<file path="src/rtl/pipe_ctrl_pkg.sv">
// Shared types and constants for the pipeline stall/flush scheduler.
//   state_e      scheduler FSM state (run / stalled / flushing)
//   Stall*       stall vector patterns, bit [0]=pc ... [5]=wb, 1 = stop
//   Exc*         exception codes as delivered by MEM
//   redirect_pc  maps an exception code to the redirect address
package pipe_ctrl_pkg;

    typedef enum logic [1:0] {
        StRun   = 2'd0,
        StStall = 2'd1,
        StFlush = 2'd2
    } state_e;

    localparam logic [5:0] StallNone = 6'b000000;
    localparam logic [5:0] StallId   = 6'b000111;
    localparam logic [5:0] StallEx   = 6'b001111;
    localparam logic [5:0] StallMem  = 6'b011111;

    localparam logic [31:0] ExcNone        = 32'h0000_0000;
    localparam logic [31:0] ExcInt         = 32'h0000_0001;
    localparam logic [31:0] ExcSyscall     = 32'h0000_0008;
    localparam logic [31:0] ExcInstInvalid = 32'h0000_000a;
    localparam logic [31:0] ExcOverflow    = 32'h0000_000c;
    localparam logic [31:0] ExcTrap        = 32'h0000_000d;
    localparam logic [31:0] ExcEret        = 32'h0000_000e;

    // Interrupts go to their own vector, eret returns to EPC, everything else
    // (including codes we do not recognise) lands on the general exception vector.
    function automatic logic [31:0] redirect_pc(input logic [31:0] code,
                                                input logic [31:0] epc,
                                                input logic [31:0] int_vec,
                                                input logic [31:0] exc_vec);
        logic [31:0] pc;
        case (code)
            ExcInt:  pc = int_vec;
            ExcEret: pc = epc;
            default: pc = exc_vec;
        endcase
        return pc;
    endfunction

endpackage

</file>
<file path="src/rtl/pipe_ctrl_if.sv">
// Control bundle between the pipeline stages and the stall/flush scheduler.
//   stallreq_from_id/ex/mem  stall requests from ID, EX, MEM
//   excepttype_i             final exception code from MEM, 0 = none
//   cp0_epc_i                EPC from CP0, target for eret
//   stall                    6-bit stage freeze vector
//   flush                    flush all pipeline registers this cycle
//   new_pc                   redirect address, valid while flush=1
// master = pipeline side, slave = scheduler.
interface pipe_ctrl_if;

    logic        stallreq_from_id;
    logic        stallreq_from_ex;
    logic        stallreq_from_mem;
    logic [31:0] excepttype_i;
    logic [31:0] cp0_epc_i;
    logic [5:0]  stall;
    logic        flush;
    logic [31:0] new_pc;

    modport master (
        output stallreq_from_id,
        output stallreq_from_ex,
        output stallreq_from_mem,
        output excepttype_i,
        output cp0_epc_i,
        input  stall,
        input  flush,
        input  new_pc
    );

    modport slave (
        input  stallreq_from_id,
        input  stallreq_from_ex,
        input  stallreq_from_mem,
        input  excepttype_i,
        input  cp0_epc_i,
        output stall,
        output flush,
        output new_pc
    );

endinterface

</file>
<file path="src/rtl/pipe_ctrl_sat_counter.sv">
// Saturating up-counter with synchronous clear.
//   clk   clock
//   rst   synchronous active-high reset, clears the count
//   inc   count up by one (holds at all-ones)
//   clr   clear to zero, wins over inc
//   cnt   current count
module pipe_ctrl_sat_counter #(
    parameter int unsigned WIDTH = 32
) (
    input  logic             clk,
    input  logic             rst,
    input  logic             inc,
    input  logic             clr,
    output logic [WIDTH-1:0] cnt
);

    logic [WIDTH-1:0] cnt_q;
    logic [WIDTH-1:0] cnt_d;

    always_comb begin
        cnt_d = cnt_q;
        if (clr) begin
            cnt_d = '0;
        end else if (inc && (cnt_q != '1)) begin
            cnt_d = cnt_q + 1'b1;
        end
    end

    always_ff @(posedge clk) begin
        if (rst) begin
            cnt_q <= '0;
        end else begin
            cnt_q <= cnt_d;
        end
    end

    assign cnt = cnt_q;

endmodule

</file>
<file path="src/rtl/pipe_ctrl.sv">
// Pipeline stall/flush scheduler for the 5-stage core. Merges ID/EX/MEM stall
// requests into the stage freeze vector, sequences an exception flush with its
// redirect PC, and keeps stall statistics plus a sticky stall watchdog.
//   clk              core clock
//   rst              synchronous reset, active-high
//   ctrl             slave side of pipe_ctrl_if (requests in, stall/flush/new_pc out)
//   stall_cnt_o      total cycles with a non-zero stall vector, saturating
//   stall_timeout_o  sticky: a consecutive stall run reached STALL_LIMIT
import pipe_ctrl_pkg::*;

module pipe_ctrl #(
    parameter logic [31:0] INT_VECTOR  = 32'h0000_0020,
    parameter logic [31:0] EXC_VECTOR  = 32'h0000_0040,
    parameter int unsigned STALL_LIMIT = 1024,
    parameter int unsigned CNT_W       = 32
) (
    input  logic             clk,
    input  logic             rst,
    pipe_ctrl_if.slave       ctrl,
    output logic [CNT_W-1:0] stall_cnt_o,
    output logic             stall_timeout_o
);

    // Run counter only has to reach STALL_LIMIT; it saturates above that.
    localparam int unsigned    RunW    = $clog2(STALL_LIMIT + 1);
    localparam logic [RunW-1:0] RunTrip = RunW'(STALL_LIMIT - 1);

    state_e state_q, state_d;

    logic [5:0]      stall_vec;
    logic            flush_now;
    logic [31:0]     redirect;
    logic            stall_any;
    logic [RunW-1:0] run_cnt;
    logic            timeout_q;

    // State register
    always_ff @(posedge clk) begin
        if (rst) begin
            state_q <= StRun;
        end else begin
            state_q <= state_d;
        end
    end

    // Next state: any accepted exception spends exactly one cycle in FLUSH.
    always_comb begin
        state_d = state_q;
        case (state_q)
            StFlush: state_d = StRun;
            default: begin
                if (flush_now) begin
                    state_d = StFlush;
                end else if (stall_any) begin
                    state_d = StStall;
                end else begin
                    state_d = StRun;
                end
            end
        endcase
    end

    // Outputs: combinational from inputs and state. In FLUSH every request and
    // exception is ignored so the bubbles just injected move down the pipe.
    always_comb begin
        stall_vec = StallNone;
        flush_now = 1'b0;
        redirect  = '0;
        if (!rst && (state_q != StFlush)) begin
            if (ctrl.excepttype_i != ExcNone) begin
                flush_now = 1'b1;
                redirect  = redirect_pc(ctrl.excepttype_i, ctrl.cp0_epc_i,
                                        INT_VECTOR, EXC_VECTOR);
            end else if (ctrl.stallreq_from_mem) begin
                stall_vec = StallMem;
            end else if (ctrl.stallreq_from_ex) begin
                stall_vec = StallEx;
            end else if (ctrl.stallreq_from_id) begin
                stall_vec = StallId;
            end
        end
    end

    assign stall_any   = (stall_vec != StallNone);
    assign ctrl.stall  = stall_vec;
    assign ctrl.flush  = flush_now;
    assign ctrl.new_pc = redirect;

    pipe_ctrl_sat_counter #(
        .WIDTH(CNT_W)
    ) u_stall_cnt (
        .clk(clk),
        .rst(rst),
        .inc(stall_any),
        .clr(1'b0),
        .cnt(stall_cnt_o)
    );

    pipe_ctrl_sat_counter #(
        .WIDTH(RunW)
    ) u_run_cnt (
        .clk(clk),
        .rst(rst),
        .inc(stall_any),
        .clr(!stall_any || flush_now),
        .cnt(run_cnt)
    );

    // Trip on the edge where the run counter becomes STALL_LIMIT.
    always_ff @(posedge clk) begin
        if (rst) begin
            timeout_q <= 1'b0;
        end else if (stall_any && (run_cnt == RunTrip)) begin
            timeout_q <= 1'b1;
        end
    end

    assign stall_timeout_o = timeout_q;

endmodule

</file>
<file path="src/flat_wrapper.sv">
// flat-port wrapper written by rule: the top's interface ports become plain ports
module pipe_ctrl_flat 
#(
    parameter logic [31:0] INT_VECTOR  = 32'h0000_0020,
    parameter logic [31:0] EXC_VECTOR  = 32'h0000_0040,
    parameter int unsigned STALL_LIMIT = 1024,
    parameter int unsigned CNT_W       = 32
)
  (clk, rst, stall_cnt_o, stall_timeout_o, ctrl_stallreq_from_id, ctrl_stallreq_from_ex, ctrl_stallreq_from_mem, ctrl_excepttype_i, ctrl_cp0_epc_i, ctrl_stall, ctrl_flush, ctrl_new_pc);
  pipe_ctrl_if ctrl_i ();
  input  logic clk;
  input  logic rst;
  output logic [CNT_W-1:0] stall_cnt_o;
  output logic stall_timeout_o;
  input wire logic [$bits(ctrl_i.stallreq_from_id)-1:0] ctrl_stallreq_from_id;
  input wire logic [$bits(ctrl_i.stallreq_from_ex)-1:0] ctrl_stallreq_from_ex;
  input wire logic [$bits(ctrl_i.stallreq_from_mem)-1:0] ctrl_stallreq_from_mem;
  input wire logic [$bits(ctrl_i.excepttype_i)-1:0] ctrl_excepttype_i;
  input wire logic [$bits(ctrl_i.cp0_epc_i)-1:0] ctrl_cp0_epc_i;
  output wire logic [$bits(ctrl_i.stall)-1:0] ctrl_stall;
  output wire logic [$bits(ctrl_i.flush)-1:0] ctrl_flush;
  output wire logic [$bits(ctrl_i.new_pc)-1:0] ctrl_new_pc;
  assign ctrl_i.stallreq_from_id = ctrl_stallreq_from_id;
  assign ctrl_i.stallreq_from_ex = ctrl_stallreq_from_ex;
  assign ctrl_i.stallreq_from_mem = ctrl_stallreq_from_mem;
  assign ctrl_i.excepttype_i = ctrl_excepttype_i;
  assign ctrl_i.cp0_epc_i = ctrl_cp0_epc_i;
  assign ctrl_stall = ctrl_i.stall;
  assign ctrl_flush = ctrl_i.flush;
  assign ctrl_new_pc = ctrl_i.new_pc;
  pipe_ctrl #(.INT_VECTOR(INT_VECTOR), .EXC_VECTOR(EXC_VECTOR), .STALL_LIMIT(STALL_LIMIT), .CNT_W(CNT_W)) u_core (.clk(clk), .rst(rst), .ctrl(ctrl_i), .stall_cnt_o(stall_cnt_o), .stall_timeout_o(stall_timeout_o));
endmodule
</file>
<file path="config.mk">
export PLATFORM = sky130hd
export DESIGN_NAME = pipe_ctrl_flat
export DESIGN_NICKNAME = d
export VERILOG_FILES = /design/src/rtl/pipe_ctrl_pkg.sv /design/src/rtl/pipe_ctrl_if.sv /design/src/rtl/pipe_ctrl_sat_counter.sv /design/src/rtl/pipe_ctrl.sv /design/src/flat_wrapper.sv
export SDC_FILE = /design/constraint.sdc
export NUM_CORES = 1
export LEC_CHECK = 0
export CAP_MARGIN = 20
export CORE_ASPECT_RATIO = 1.2
export CORE_UTILIZATION = 40
export DETAILED_ROUTE_END_ITERATION = 10
export PLACE_DENSITY = 0.81
export SYNTH_ARGS = -nofsm -noshare
export SYNTH_HDL_FRONTEND = slang
export SYNTH_SLANG_ARGS = --single-unit
</file>
<file path="constraint.sdc">
create_clock -name clk -period 3.29 [get_ports clk]
set_input_delay 0.4935 -clock clk [delete_from_list [all_inputs] [get_ports clk]]
set_output_delay 0.4935 -clock clk [all_outputs]
set_load 0.05 [all_outputs]
</file>
==> summary.md <==
| Metric | Value |
|---|---|
| Outcome | `finished clean` |
| Share of the synthesized area in the top cell type | `0.3365` |
| Area growth syn-to-layout | `72.20%` |
| Hpwl dp | `7253 um` |
| Commonest cells in the netlist | `46 x dfxtp_1, 32 x and2_1, 26 x nor2_1` |
| Final Cell Area | `4712 sq um` |
| Sink Count | `46` |
| Share of cells above drive strength 1 | `0.1532` |
| Crit path cell chain | `clkdlybuf4s50_1, nor4_1, and3_1, nand3b_1, nor2_1, buf_4, and2_1, buf_12` |
| Fill cells | `485` |
| Yosys cell types | `46` |
| Static Leak | `0.001666 uW` |
| MaxCap Viol Count | `0` |
| Clock Path Buffers | `2` |
| Per-cell routed wire length | `16.48 um` |
| Setup TNS | `0 ps` |
| Net Count, Synth | `408` |
| Yosys warns | `0` |
| Cell row count | `32` |
| Post-Synthesis Cell Area | `2736 sq um` |
| Crit path time final | `3022 ps` |
| Crit. path cell count | `8` |
| Placed cell area | `4574 sq um` |
| Main synth FF type | `dfxtp_1` |
| Worst Skew | `6.891 ps` |
| Die width | `77.51 um` |
| Hold WC Path Type | `register to register` |
| Nature of the critical path endpoint | `output pin` |
| Register clock-pin slew on the reported worst setup and hold paths | `90 ps` |
| Post-synth EDFFs | `0` |
| Hold_buf cts | `0` |
| Routed Antenna Nets | `0` |
| Slew Limit Fails | `0` |
| Nets | `540` |
| Postcts setup bufs | `0` |
| Fin util | `0.7220` |
| Cells after Synth | `337` |
| Largest net degree at the start of global routing | `31` |
| Fin crit share | `0.9184` |
| Critical path peak fanout | `30` |
| Crit Path Class | `input port to output pin` |
| Remaining DRCs | `0` |
| Maximum clock rate | `330.9 MHz` |
| Most common cell in the netlist | `dfxtp_1` |
| Remaining global-route overflow | `0` |
| Die Ht | `92.61 um` |
| Worst path bufs/invs | `3` |
| Worst EP required | `2800 ps` |
| Tot Pwr | `1190 uW` |
| Final wirelength | `9146 um` |
| Worst Hold Slack | `451.7 ps` |
| Hold depth | `2` |
| Number of global-route vias before repair | `2917` |
| CP max-delay cell | `clkdlybuf4s50_1` |
| Clock root buffer | `clkbuf_8` |
| Unrepaired setup endpoints after global routing | `no` |
| Avg Vias per Cell | `5.627` |
| Worst R2R Path Depth | `6` |
| Crit path launch type | `input port` |
| Die area | `7177 sq um` |
| Critical path origin | `ctrl_excepttype_i[23]` |
| Ys async rst share | `0` |
| Worst endpoint data arrival time | `2530 ps` |
| Initial antenna violation count | `0` |
| # diodes | `0` |
| Count of final hold-check violations | `0` |
| CTS H-tree lvls | `2` |
| Critical Path End | `ctrl_new_pc[22]` |
| CP peak stage delay | `410 ps` |
| Core area | `6526 sq um` |
| Synthesized flop and latch total | `46` |
| Total CTS buffers | `5` |
| Setup Viol. Count Final | `0` |
| Worst rel slew slack | `0.5353` |
| R2r endpoint | `u_core.u_stall_cnt.cnt[24]` |
| First-pass GRT wire length | `14400 um` |
| Worst-Skew Late Latency | `300 ps` |
| Starting density of the core | `0.4193` |
| Mean post-synth cell area | `8.120 sq um` |
| First drt pass iteration count | `5` |
| CTS tree | `done` |
| Synth area leader | `dfxtp_1` |
| Initial DRC count | `233` |
| Worst slew pin tran | `691.1 ps` |
| Top delay family on crit path | `simple AND/OR/NAND/NOR gates` |
| Top cells by area, synth | `dfxtp_1 34%, and2_1 7.3%, or4_1 4.9%` |
| GRT Total Usage | `0.2518` |
| # IOs | `141` |
| Number of port buffers | `139` |
| Register area share after synthesis | `0.3365` |
| Flop2flop setup slack | `730 ps` |
| Launching point of the worst reg2reg path | `u_core.u_stall_cnt.cnt[0]` |
| VDD IR max | `0.0001961 V` |
| Resize count post-CTS | `0` |
| PD cells | `252.5 nW/um^2` |
| Vias | `3123` |
| GPL Wtd Cong | `0.8626` |
## area by class of cell
cell class	instances	area [sq um]	share of cell area
Timing Repair Buffer	147	1832	0.3887
Multi-Input combinational cell	258	1674	0.3553
Sequential cell	46	920.9	0.1954
Tap cell	85	106.4	0.02257
Clock buffer	5	68.82	0.01460
Clock inverter	3	68.82	0.01460
Inverter	11	41.29	0.008763
## per-layer routing
metal,GRT usage,share of wire,vias up
li1,-,-,1521
met1,0.3094,0.41,1480
met2,0.4358,0.52,110
met3,0.06798,0.062,12
met4,0.05503,0.0098,0
met5,0,0,-
## worst register-to-register path: cells and delay by family, from the launching register on
kind / cells / cell delay, ps
fa+ha+maj: 1 / 260
buf+inv: 1 / 90
flops: 1 / 470
mux: 1 / 360
simple gates: 3 / 1270
## worst min path at each step
stage	start	to
2_1_floorplan	u_core.u_run_cnt.cnt[10]	u_core.u_run_cnt.cnt[10]
3_3_place_gp	u_core.stall_timeout_o	u_core.stall_timeout_o
3_5_place_dp	u_core.stall_timeout_o	u_core.stall_timeout_o
4_1_cts	u_core.stall_timeout_o	u_core.stall_timeout_o
5_1_grt	u_core.stall_timeout_o	u_core.stall_timeout_o
6_report	u_core.stall_timeout_o	u_core.stall_timeout_o
## where the power goes
part           internal (uW)  total [uW]  switching [uW]
Clock                    304         505             201
Combinational           84.1         126            42.3
Sequential               557         558           0.835
Total                    946        1190             244
## sequential cells by signal (all words and copies together) (netlist names)
register                cells
u_core.stall_timeout_o      1
u_core.state_q              2
u_core.u_run_cnt.cnt       11
u_core.u_stall_cnt.cnt     32
## logic make-up (layout without fill, tap and decap cells)
family | Yosys count | in the layout | synth area share
and+or+nand+nor | 181 | 181 | 0.3978
AOI/OAI and AO/OA | 56 | 56 | 0.1335
DFF | 46 | 46 | 0.3365
buffers and inverters | 33 | 166 | 0.05349
muxes | 12 | 12 | 0.04893
xor gates and xnor gates | 6 | 6 | 0.01920
adders and majority gates | 2 | 2 | 0.009143
other | 1 | 1 | 0.001370
## cell usage in the layout, fill, tap and decap left out, drive strengths merged, types with 2 or more instances in the layout
cell type      synthesis  layout
clkdlybuf4s50          0     101
dfxtp                 46      46
buf                    8      46
and2                  32      32
nor2                  26      26
a21oi                 25      25
or4                   19      19
o31ai                 17      17
nand4                 16      16
nor4                  15      15
nand3                 15      15
nand2                 12      12
inv                   11      11
mux2                  11      11
and4                  10      10
nor2b                  9       9
nor3                   9       9
and3                   5       5
xor2                   5       5
o21ai                  5       5
clkbuf                14       5
or3                    4       4
or2                    3       3
o21bai                 2       2
a31oi                  2       2
ha                     2       2
bufinv                 0       2
## through the flow
step           std cells  setup slack [ps]
2_1_floorplan        337             571.3
3_3_place_gp         547             287.8
3_5_place_dp         547             167.4
4_1_cts              555             283.8
5_1_grt              555             68.40
6_report             555             268.3
Power figures use the tool's default switching activity.
